## src/rtl/bsg_chip_period_meter.sv

```systemverilog
// bsg_chip_period_meter: measures the average period, in clk_i cycles, of one
// of num_chan_p asynchronous signals over 2^lg_periods_p periods, with a
// no-signal timeout, saturation reporting and a valid/ready result handshake.
// Optional per-period min/max tracking: define BSG_CHIP_PERIOD_METER_MINMAX_EN.
module bsg_chip_period_meter #(
    parameter int unsigned num_chan_p    = 4,
    parameter int unsigned count_width_p = 8,
    parameter int unsigned lg_periods_p  = 2,
    parameter int unsigned sync_stages_p = 2,
    localparam int unsigned sel_width_lp = (num_chan_p > 1) ? $clog2(num_chan_p) : 1
) (
    input  logic                     clk_i,
    input  logic                     reset_i,
    input  logic                     en_i,
    input  logic                     clear_i,
    input  logic [sel_width_lp-1:0]  sel_i,
    input  logic [num_chan_p-1:0]    sig_i,
    output logic                     v_o,
    input  logic                     ready_i,
    output logic [count_width_p-1:0] data_o,
    output logic                     overflow_o
`ifdef BSG_CHIP_PERIOD_METER_MINMAX_EN
   ,output logic [count_width_p-1:0] min_o
   ,output logic [count_width_p-1:0] max_o
`endif
);

    localparam int unsigned acc_width_lp  = count_width_p + lg_periods_p;
    localparam int unsigned pcnt_width_lp = lg_periods_p + 1;
    localparam int unsigned periods_lp    = 1 << lg_periods_p;

    typedef enum logic [1:0] {e_idle, e_arm, e_count, e_done} state_e;

    state_e state_r, state_n;

    logic [sync_stages_p-1:0][num_chan_p-1:0] sync_r;
    logic [num_chan_p-1:0]    prev_r;
    logic [num_chan_p-1:0]    rise;
    logic [sel_width_lp-1:0]  sel_r, sel_n, sel_clamped;
    logic                     rise_sel;

    logic [acc_width_lp-1:0]  acc_r, acc_n, acc_inc;
    logic                     acc_sat;
    logic [pcnt_width_lp-1:0] pcnt_r, pcnt_n, pcnt_inc;
    logic                     pcnt_done;
    logic                     done_entry;

    logic                     v_n;
    logic [count_width_p-1:0] data_n;
    logic                     ovf_n;

    // Synchroniser chain plus one edge flop per input bit.
    always_ff @(posedge clk_i) begin
        if (reset_i) begin
            sync_r <= '0;
            prev_r <= '0;
        end else begin
            sync_r <= {sync_r[sync_stages_p-2:0], sig_i};
            prev_r <= sync_r[sync_stages_p-1];
        end
    end

    assign rise = sync_r[sync_stages_p-1] & ~prev_r;

    // Out-of-range select falls back to channel 0.
    always_comb begin
        sel_clamped = '0;
        if (32'(sel_i) < num_chan_p) sel_clamped = sel_i;
    end

    // Rise detect of the latched channel.
    always_comb begin
        rise_sel = 1'b0;
        for (int i = 0; i < int'(num_chan_p); i++) begin
            if (sel_r == sel_width_lp'(i)) rise_sel = rise[i];
        end
    end

    // Saturating accumulator increment and period-count terminal test.
    always_comb begin
        acc_inc   = (&acc_r) ? acc_r : acc_r + acc_width_lp'(1);
        acc_sat   = &acc_inc;
        pcnt_inc  = pcnt_r + pcnt_width_lp'(1);
        pcnt_done = (pcnt_inc == pcnt_width_lp'(periods_lp));
    end

    // State register.
    always_ff @(posedge clk_i) begin
        if (reset_i) state_r <= e_idle;
        else         state_r <= state_n;
    end

    // Next-state logic: clear beats en abort beats normal progress.
    always_comb begin
        state_n = state_r;
        if (clear_i) begin
            state_n = e_idle;
        end else begin
            case (state_r)
                e_idle:  if (en_i) state_n = e_arm;
                e_arm: begin
                    if (!en_i)         state_n = e_idle;
                    else if (acc_sat)  state_n = e_done;
                    else if (rise_sel) state_n = e_count;
                end
                e_count: begin
                    if (!en_i)                       state_n = e_idle;
                    else if (acc_sat)                state_n = e_done;
                    else if (rise_sel && pcnt_done)  state_n = e_done;
                end
                e_done:  if (v_o && ready_i) state_n = e_idle;
                default: state_n = e_idle;
            endcase
        end
    end

    // Datapath and result next values; results load only on DONE entry.
    always_comb begin
        acc_n      = acc_r;
        pcnt_n     = pcnt_r;
        sel_n      = sel_r;
        v_n        = (state_n == e_done);
        done_entry = (state_r != e_done) && (state_n == e_done);
        data_n     = data_o;
        ovf_n      = overflow_o;
        case (state_r)
            e_idle: begin
                acc_n  = '0;
                pcnt_n = '0;
                if (state_n == e_arm) sel_n = sel_clamped;
            end
            e_arm: begin
                pcnt_n = '0;
                acc_n  = (state_n == e_count) ? '0 : acc_inc;
            end
            e_count: begin
                acc_n = acc_inc;
                if (rise_sel) pcnt_n = pcnt_inc;
            end
            default: ;
        endcase
        if (done_entry) begin
            ovf_n  = acc_sat;
            data_n = acc_sat ? '1 : count_width_p'(acc_inc >> lg_periods_p);
        end
    end

    // Datapath and output registers.
    always_ff @(posedge clk_i) begin
        if (reset_i) begin
            acc_r      <= '0;
            pcnt_r     <= '0;
            sel_r      <= '0;
            v_o        <= 1'b0;
            data_o     <= '0;
            overflow_o <= 1'b0;
        end else begin
            acc_r      <= acc_n;
            pcnt_r     <= pcnt_n;
            sel_r      <= sel_n;
            v_o        <= v_n;
            data_o     <= data_n;
            overflow_o <= ovf_n;
        end
    end

`ifdef BSG_CHIP_PERIOD_METER_MINMAX_EN
    logic [count_width_p-1:0] per_r, per_n;
    logic [count_width_p-1:0] min_r, min_n, max_r, max_n;
    logic [count_width_p-1:0] min_upd, max_upd, min_o_n, max_o_n;

    // Per-period counter restarts at 1 after each rise; running min/max.
    always_comb begin
        per_n   = rise_sel ? count_width_p'(1)
                           : ((&per_r) ? per_r : per_r + count_width_p'(1));
        min_upd = (per_r < min_r) ? per_r : min_r;
        max_upd = (per_r > max_r) ? per_r : max_r;
        min_n   = min_r;
        max_n   = max_r;
        if (state_r == e_arm && state_n == e_count) begin
            min_n = '1;
            max_n = '0;
        end else if (state_r == e_count && rise_sel) begin
            min_n = min_upd;
            max_n = max_upd;
        end
        min_o_n = min_o;
        max_o_n = max_o;
        if (done_entry) begin
            min_o_n = acc_sat ? '1 : min_upd;
            max_o_n = acc_sat ? '1 : max_upd;
        end
    end

    // Min/max registers.
    always_ff @(posedge clk_i) begin
        if (reset_i) begin
            per_r <= '0;
            min_r <= '0;
            max_r <= '0;
            min_o <= '0;
            max_o <= '0;
        end else begin
            per_r <= per_n;
            min_r <= min_n;
            max_r <= max_n;
            min_o <= min_o_n;
            max_o <= max_o_n;
        end
    end
`endif

endmodule

```

## config.mk

```make
export PLATFORM = sky130hd
export DESIGN_NAME = bsg_chip_period_meter
export DESIGN_NICKNAME = d
export VERILOG_FILES = /design/src/rtl/bsg_chip_period_meter.sv
export SDC_FILE = /design/constraint.sdc
export NUM_CORES = 1
export LEC_CHECK = 0
export ABC_AREA = 1
export BUFFER_PORTS_ARGS = -buffer_cell sky130_fd_sc_hd__buf_2
export CORE_AREA = 5 5 68 70
export CTS_CLUSTER_DIAMETER = 150
export DETAILED_ROUTE_END_ITERATION = 10
export DIE_AREA = 0 0 73 75
export PLACE_DENSITY = 0.81
export SYNTH_ARGS = -nofsm -noshare
export SYNTH_HDL_FRONTEND = slang
export SYNTH_SLANG_ARGS = --single-unit
```

## constraint.sdc

```tcl
create_clock -name clk_i -period 3.25 [get_ports clk_i]
set_input_delay 0.975 -clock clk_i [delete_from_list [all_inputs] [get_ports clk_i]]
set_output_delay 0.975 -clock clk_i [all_outputs]
set_load 0.01 [all_outputs]
```

==> results_dict.tcl, run 1 <==
set metrics [dict create \
    place_congestion 0.959 \
    worstPathCellList "ha_1 > nand2_4 > nor2_4 > nand3_2 > o21ai_2 > nand2_1 > nor2_1 > nand3_2 > nand2_1 > nand2_1 > nand2_2 > nand2_4 > nor2_4 > inv_1 > a21oi_1 > nor2_1" \
    path_clk_slew_ns 0.07 \
    core_mm2 0.00391 \
    maxSlewHeadroom 0.650 \
    grt-ovfl-total 0 \
    rsz0062_at_grt "no" \
    num_io_pins 21 \
    postCtsSetupBuffers 0 \
    portBuffers 20 \
    drt-initial-drc-count 126 \
    tns_ns 0 \
    synth_top_family_by_area "simple AND/OR/NAND/NOR gates" \
    synth_area_mm2 0.00201 \
    max-vdd-ir-drop_v 0.000329 \
    post-route-period-util 0.830 \
    die_w_um 73 \
    crit_type "flop to flop" \
    via_per_inst 5.19 \
    yosysTopAreaCell "dfxtp_1" \
    wirelength_um 4290 \
    route.detailed.drc 0 \
    cts_tree "built" \
    clockBufferDepth 2 \
    fmax_mhz 371 \
    drive_above_1_share 0.133 \
    worstRegToRegCells 16 \
    vias 1865 \
    dpl_cell_area_mm2 0.00213 \
    clk_latency_ns 0.28 \
    synth_seq_cells 39 \
    ys_warn_count 0 \
    synth-simple-area-share 0.335 \
    synth_ff_type "dfxtp_1" \
    wl_per_cell_um 11.9 \
    antennaDiodeCount 0 \
    cp_data_arrival_time_ns 2.88 \
    synth_edf_count 0 \
    status "completed" \
    synth_cell_types 30 \
    syn_avg_cell_area_um2 6.93 \
    grt_pass1_vias 1757 \
    dp_hpwl_um 3190 \
    netlist.area_leader.share 0.388 \
    clockRootBuffer "clkbuf_8" \
    worst_pin_slew_ns 0.519 \
    crit_path_max_fanout 11 \
    endpoint_kind "flop" \
    cts_hold_buf 0 \
    start_util 0.514 \
    skew_ns 0.00801 \
    grt_first_pass_wirelength_um 7450 \
    ys_seq_area_frac 0.388 \
    dp.cells 352 \
    max_cap_viol_count 0 \
    grt_usage 0.171 \
    synthTopCellsByCount "50 x nand2_1, 49 x nor2_1, 42 x inv_1" \
    grt_max_degree 31 \
    clock_sinks 39 \
    slowest_stage "dfxtp_1" \
    final_nets 327 \
    yosysMostFrequentCell "nand2_1" \
    grt_antenna_before_repair 0 \
    synth_fa_ha_area_frac 0.0436 \
    fin_cells 359 \
    cts_resized 0 \
    hold_path_depth 2 \
    synthToLayoutAreaGrowth_pct 10.8 \
    cts_buffers 5 \
    dr.pass1.iters 4 \
    finalCriticalPeriod_ns 2.70 \
    std_cell_rows 23 \
    synth_area_leaders "dfxtp_1 39%, nand2_1 9.3%, nor2_1 9.1%" \
    cp_common_cell "nand2_1" \
    synth_compound_area_frac 0.124 \
    p_per_area_mw_per_mm2 428 \
    required_ns 3.43 \
    synthCells 290 \
    power.leakage_uw 0.000975 \
    report.final.slew_viol_count 0 \
    die_y_um 75 \
    hold_viol_final 0 \
    critPathMaxStageDelay_ns 0.43 \
    synthArstFlopShare 0 \
    fin_area_mm2 0.00223 \
    synth_fp_nets 308 \
    htreeDepth 2 \
    hold_path_class "flop to flop" \
    synth_xor_area_frac 0.00436 \
    synthMuxAreaShare 0 \
    startpoint_type "flop" \
    dieArea_mm2 0.00548 \
    ant_nets 0 \
    setup_viol 0 \
]
[layout by cell type, fill, tap and decap left out, types with 2 or more instances in the layout]
master / count
o21ai_1: 8
nand2_2: 4
dfxtp_1: 39
nor2_4: 3
nand3_1: 23
nand2_4: 2
o21ai_0: 7
nor3_1: 2
nand3b_1: 2
nand3_2: 4
clkbuf_8: 5
inv_1: 42
a31oi_1: 2
nand4_1: 4
nand2_1: 50
buf_2: 20
ha_1: 7
nor2_1: 49
a21oi_1: 25
[registers in the layout, indices dropped and copies added, names as in the netlist]
signal,flops
acc_r,10
data_o,8
sync_r,8
prev_r,4
pcnt_r,3
sel_r,2
state_r,2
overflow_o,1
v_o,1
[layer usage]
metal  routed length [um]  global-route usage  up-vias
li1                     -                   -      956
met3                  227              0.0387       16
met4                  142              0.0779        0
met5                    0                   0        -
met2                 1980               0.297       53
met1                 1940               0.200      840
[through the flow]
step / hold WS, ns / worst slack, ns / util / power (uW)
floorplan: 0.388 / 1.01 / - / 563
global placement: 0.390 / 0.747 / 0.543 / 583
detailed placement: 0.398 / 0.619 / 0.543 / 585
CTS: 0.409 / 0.589 / 0.569 / 964
global route: 0.424 / 0.298 / 0.569 / 995
finish: 0.406 / 0.553 / 0.569 / 954
[where the power goes]
group / total, uW / switching [uW] / internal, uW
clock network: 379 / 154 / 225
logic: 77.9 / 51.8 / 26.1
registers: 497 / 6.87 / 490
[final timing paths]
check	startpoint	to	slack, ns
worst min-delay path	sync_r[3]	sync_r[7]	0.41
worst max-delay path	acc_r[0]	data_o[7]	0.55
worst max register to register	acc_r[0]	data_o[7]	0.55
worst min register to register	sync_r[3]	sync_r[7]	0.41
[area by class of cell]
cell class	instances	area [um2]
Timing Repair Buffer	20	100
Sequential cell	39	781
Inverter	43	161
Fill cell	365	1690
Clock inverter	1	30.0
Tap cell	50	62.6
Clock buffer	6	72.6
Multi-Input combinational cell	200	1020
[worst max-delay path: cells and delay by family, from the launching register on]
family / cells / cell delay (ns)
and+or+nand+nor: 12 / 1.36
DFF: 1 / 0.43
AOI/OAI and AO/OA: 2 / 0.35
adders and majority gates: 1 / 0.32
buffers and inverters: 1 / 0.14
[cells by family (layout without fill, tap and decap cells)]
family | count (synthesis) | in the layout
compound gates | 47 | 47
xor+xnor | 1 | 1
fa+ha+maj | 7 | 7
buf+inv | 51 | 70
flops | 39 | 39
simple gates | 145 | 145
No activity file was read; power rests on OpenSTA's default activity.
==> run 2, diff against run 1 <==
--- a/config.mk
+++ b/config.mk
@@ -5,13 +5,13 @@
 export SDC_FILE = /design/constraint.sdc
 export NUM_CORES = 1
 export LEC_CHECK = 0
-export ABC_AREA = 1
+export ABC_AREA = 0
 export BUFFER_PORTS_ARGS = -buffer_cell sky130_fd_sc_hd__buf_2
 export CORE_AREA = 5 5 68 70
 export CTS_CLUSTER_DIAMETER = 150
 export DETAILED_ROUTE_END_ITERATION = 10
 export DIE_AREA = 0 0 73 75
-export PLACE_DENSITY = 0.81
+export PLACE_DENSITY = 0.83
 export SYNTH_ARGS = -nofsm -noshare
 export SYNTH_HDL_FRONTEND = slang
 export SYNTH_SLANG_ARGS = --single-unit
==> constraint.sdc (replaced) <==
create_clock -name clk_i -period 2.7 [get_ports clk_i]
set_input_delay 0.81 -clock clk_i [delete_from_list [all_inputs] [get_ports clk_i]]
set_output_delay 0.81 -clock clk_i [all_outputs]
set_load 0.01 [all_outputs]
==> run 2 against run 1 <==
First-iteration DRC count shrank 30%; maximum frequency is 9.0% higher; via count is 0.32% higher; core utilization is 5.6 points higher; sequential power up 20%; global-route usage rose by 2.3 points; non-clock buffer count rose by 20; register-to-register slack got worse by 0.33 ns; largest cell class unchanged.
==> results_dict.tcl, run 2 <==
set metrics [dict create \
    status "completed" \
    synth_cell_types 59 \
    post-route-period-util 0.917 \
    endpoint_kind "flop" \
    grt_first_pass_wirelength_um 8270 \
    swShare 0.257 \
    skew_ns 0.00395 \
    crit_path_max_fanout 9 \
    regArea_um2 783 \
    synth_fp_nets 246 \
    synth_fa_ha_area_frac 0.0422 \
    syn_avg_cell_area_um2 9.09 \
    drt-initial-drc-count 88 \
    dr.pass1.iters 4 \
    route.detailed.drc 0 \
    start_util 0.530 \
    clockRootBuffer "clkbuf_8" \
    synth_edf_count 0 \
    drive_above_1_share 0.245 \
    combPwrFrac 0.093 \
    fin_ws_ns 0.225 \
    synth_top_family_by_area "compound AO/OA/AOI/OAI gates" \
    multi_input_area_mm2 0.00123 \
    layout_commonest_cell "dfxtp_1" \
    clk_latency_ns 0.29 \
    synthMuxAreaShare 0.0314 \
    yosysTopAreaCell "dfxtp_1" \
    power.leakage_uw 0.000947 \
    synthArstFlopShare 0 \
    max_cap_viol_count 0 \
    cp_common_cell "buf_4" \
    maxSlewHeadroom 0.617 \
    ys_warn_count 0 \
    synth_ff_type "dfxtp_1" \
    portBuffers 20 \
    power_frac_clock 0.365 \
    grt_usage 0.193 \
    synthCells 228 \
    hold_path_class "flop to flop" \
    ys_seq_area_frac 0.377 \
    finalCriticalPeriod_ns 2.48 \
    grt_max_degree 19 \
    htreeDepth 2 \
    synthToLayoutAreaGrowth_pct 18.0 \
    final.fill_count 352 \
    clock_sinks 39 \
    wl_per_cell_um 15.7 \
    max-vdd-ir-drop_v 0.000373 \
    internal-power_uw 815 \
    report.final.slew_viol_count 0 \
    synth_area_leaders "dfxtp_1 38%, nor2b_1 5.7%, a21oi_1 5.3%" \
    dieArea_mm2 0.00548 \
    synth-simple-area-share 0.234 \
    ant_nets 0 \
    top_register "acc_r" \
    grt-ovfl-total 0 \
    wirelength_um 4940 \
    tns_ns 0 \
    place_congestion 0.963 \
    startpoint_type "flop" \
    cts_hold_buf 0 \
    setup_viol 0 \
    synth_area_mm2 0.00207 \
    synth_compound_area_frac 0.268 \
    grt_antenna_before_repair 0 \
    synth_xor_area_frac 0.00845 \
    hold_viol_final 0 \
    fmax_mhz 404 \
    std_cell_rows 23 \
    vias 1871 \
    die_y_um 75 \
    clockBufferDepth 2 \
    dp_hpwl_um 3640 \
    crit_type "flop to flop" \
    core_mm2 0.00391 \
    p_sw_uw 282 \
    largest_reg_flops 10 \
    rsz0062_at_grt "no" \
    grt_pass1_vias 1784 \
    holdWs_ns 0.446 \
    antennaDiodeCount 0 \
    synth_seq_cells 39 \
    slowest_stage "dfxtp_2" \
    final_nets 282 \
    synthTopCellsByCount "39 x dfxtp_1, 22 x a21oi_1, 19 x nor2b_1" \
    path_clk_slew_ns 0.08 \
    num_io_pins 21 \
    die_w_um 73 \
    p_per_area_mw_per_mm2 448 \
    via_per_inst 5.94 \
    cp_data_arrival_time_ns 2.71 \
    reg_top3 "acc_r: 10 flops, data_o: 8 flops, sync_r: 8 flops" \
    layout_common_cells "37 x dfxtp_1, 22 x a21oi_1, 20 x buf_2, 20 x buf_4, 19 x nor2b_1" \
    seqPwrFrac 0.542 \
    required_ns 2.93 \
    worstPathCellList "ha_2 > buf_4 > and3b_1 > o211ai_1 > a21o_1 > a21oi_1 > a21oi_2 > o41ai_1 > buf_4 > a32o_1" \
    critPathMaxStageDelay_ns 0.38 \
    yosysMostFrequentCell "dfxtp_1" \
    cts_buffers 5 \
    final_util 0.625 \
    cts_tree "built" \
    pre_cts_ws_ns 0.150 \
    worst_pin_slew_ns 0.569 \
    netlist.area_leader.share 0.377 \
]
run 2: timing repair:
item / CTS / global route
hold endpoints to repair: 0 / 0
setup endpoints to repair: 0 / 9
buffers inserted: 0 / 0
gates resized for setup: 0 / 5
run 2: path summary, 6_finish.rpt:
check                           startpoint        end  slack (ns)  cells past startpoint
worst min-delay path             sync_r[3]  sync_r[7]        0.45                      1
worst max register to register    acc_r[1]   acc_r[1]        0.22                     10
worst min register to register   sync_r[3]  sync_r[7]        0.45                      1
worst max-delay path              acc_r[1]   acc_r[1]        0.22                     10
run 2: cell type report:
class	instances	share of cell area
Sequential cell	39	0.320
Clock buffer	5	0.0281
Clock inverter	3	0.00972
Inverter	7	0.0107
Tap cell	50	0.0256
Multi-Input combinational cell	171	0.503
Timing Repair Buffer	40	0.102
run 2: power by group through the flow:
stage	clock network, uW	registers (uW)	logic (uW)
after floorplan	0	606	62.6
after global placement	0	607	90.2
after detailed placement	0	608	94.3
after CTS	410	594	94.9
after global routing	438	596	112
final	401	594	102
run 2: cell families after synthesis:
family / Yosys count
adder cells (fa/ha/maj): 7
AO/OA/AOI/OAI: 77
flip-flops: 39
multiplexers: 4
XOR/XNOR: 2
AND/OR/NAND/NOR: 81
buffers and inverters: 18
run 2: worst max-delay path: cells and delay by family, from the launching register on:
| kind | cells | cell delay [ns] |
|---|---|---|
| AOI/OAI and AO/OA | 6 | 1.28 |
| and+or+nand+nor | 1 | 0.16 |
| DFF | 1 | 0.38 |
| buffers and inverters | 2 | 0.36 |
| adders and majority gates | 1 | 0.22 |
run 2: stage by stage:
stage	instances	area (um2)	power [uW]
global route	315	2450	1150
floorplan	228	2070	669
global placement	307	2330	697
detailed placement	307	2330	702
finish	315	2450	1100
CTS	315	2420	1100
run 2: routing by layer:
| metal | global-route usage | share of wire |
|---|---|---|
| met2 | 0.308 | 0.49 |
| met1 | 0.259 | 0.44 |
| met5 | 0 | 0 |
| met4 | 0.0635 | 0.018 |
| met3 | 0.0467 | 0.050 |
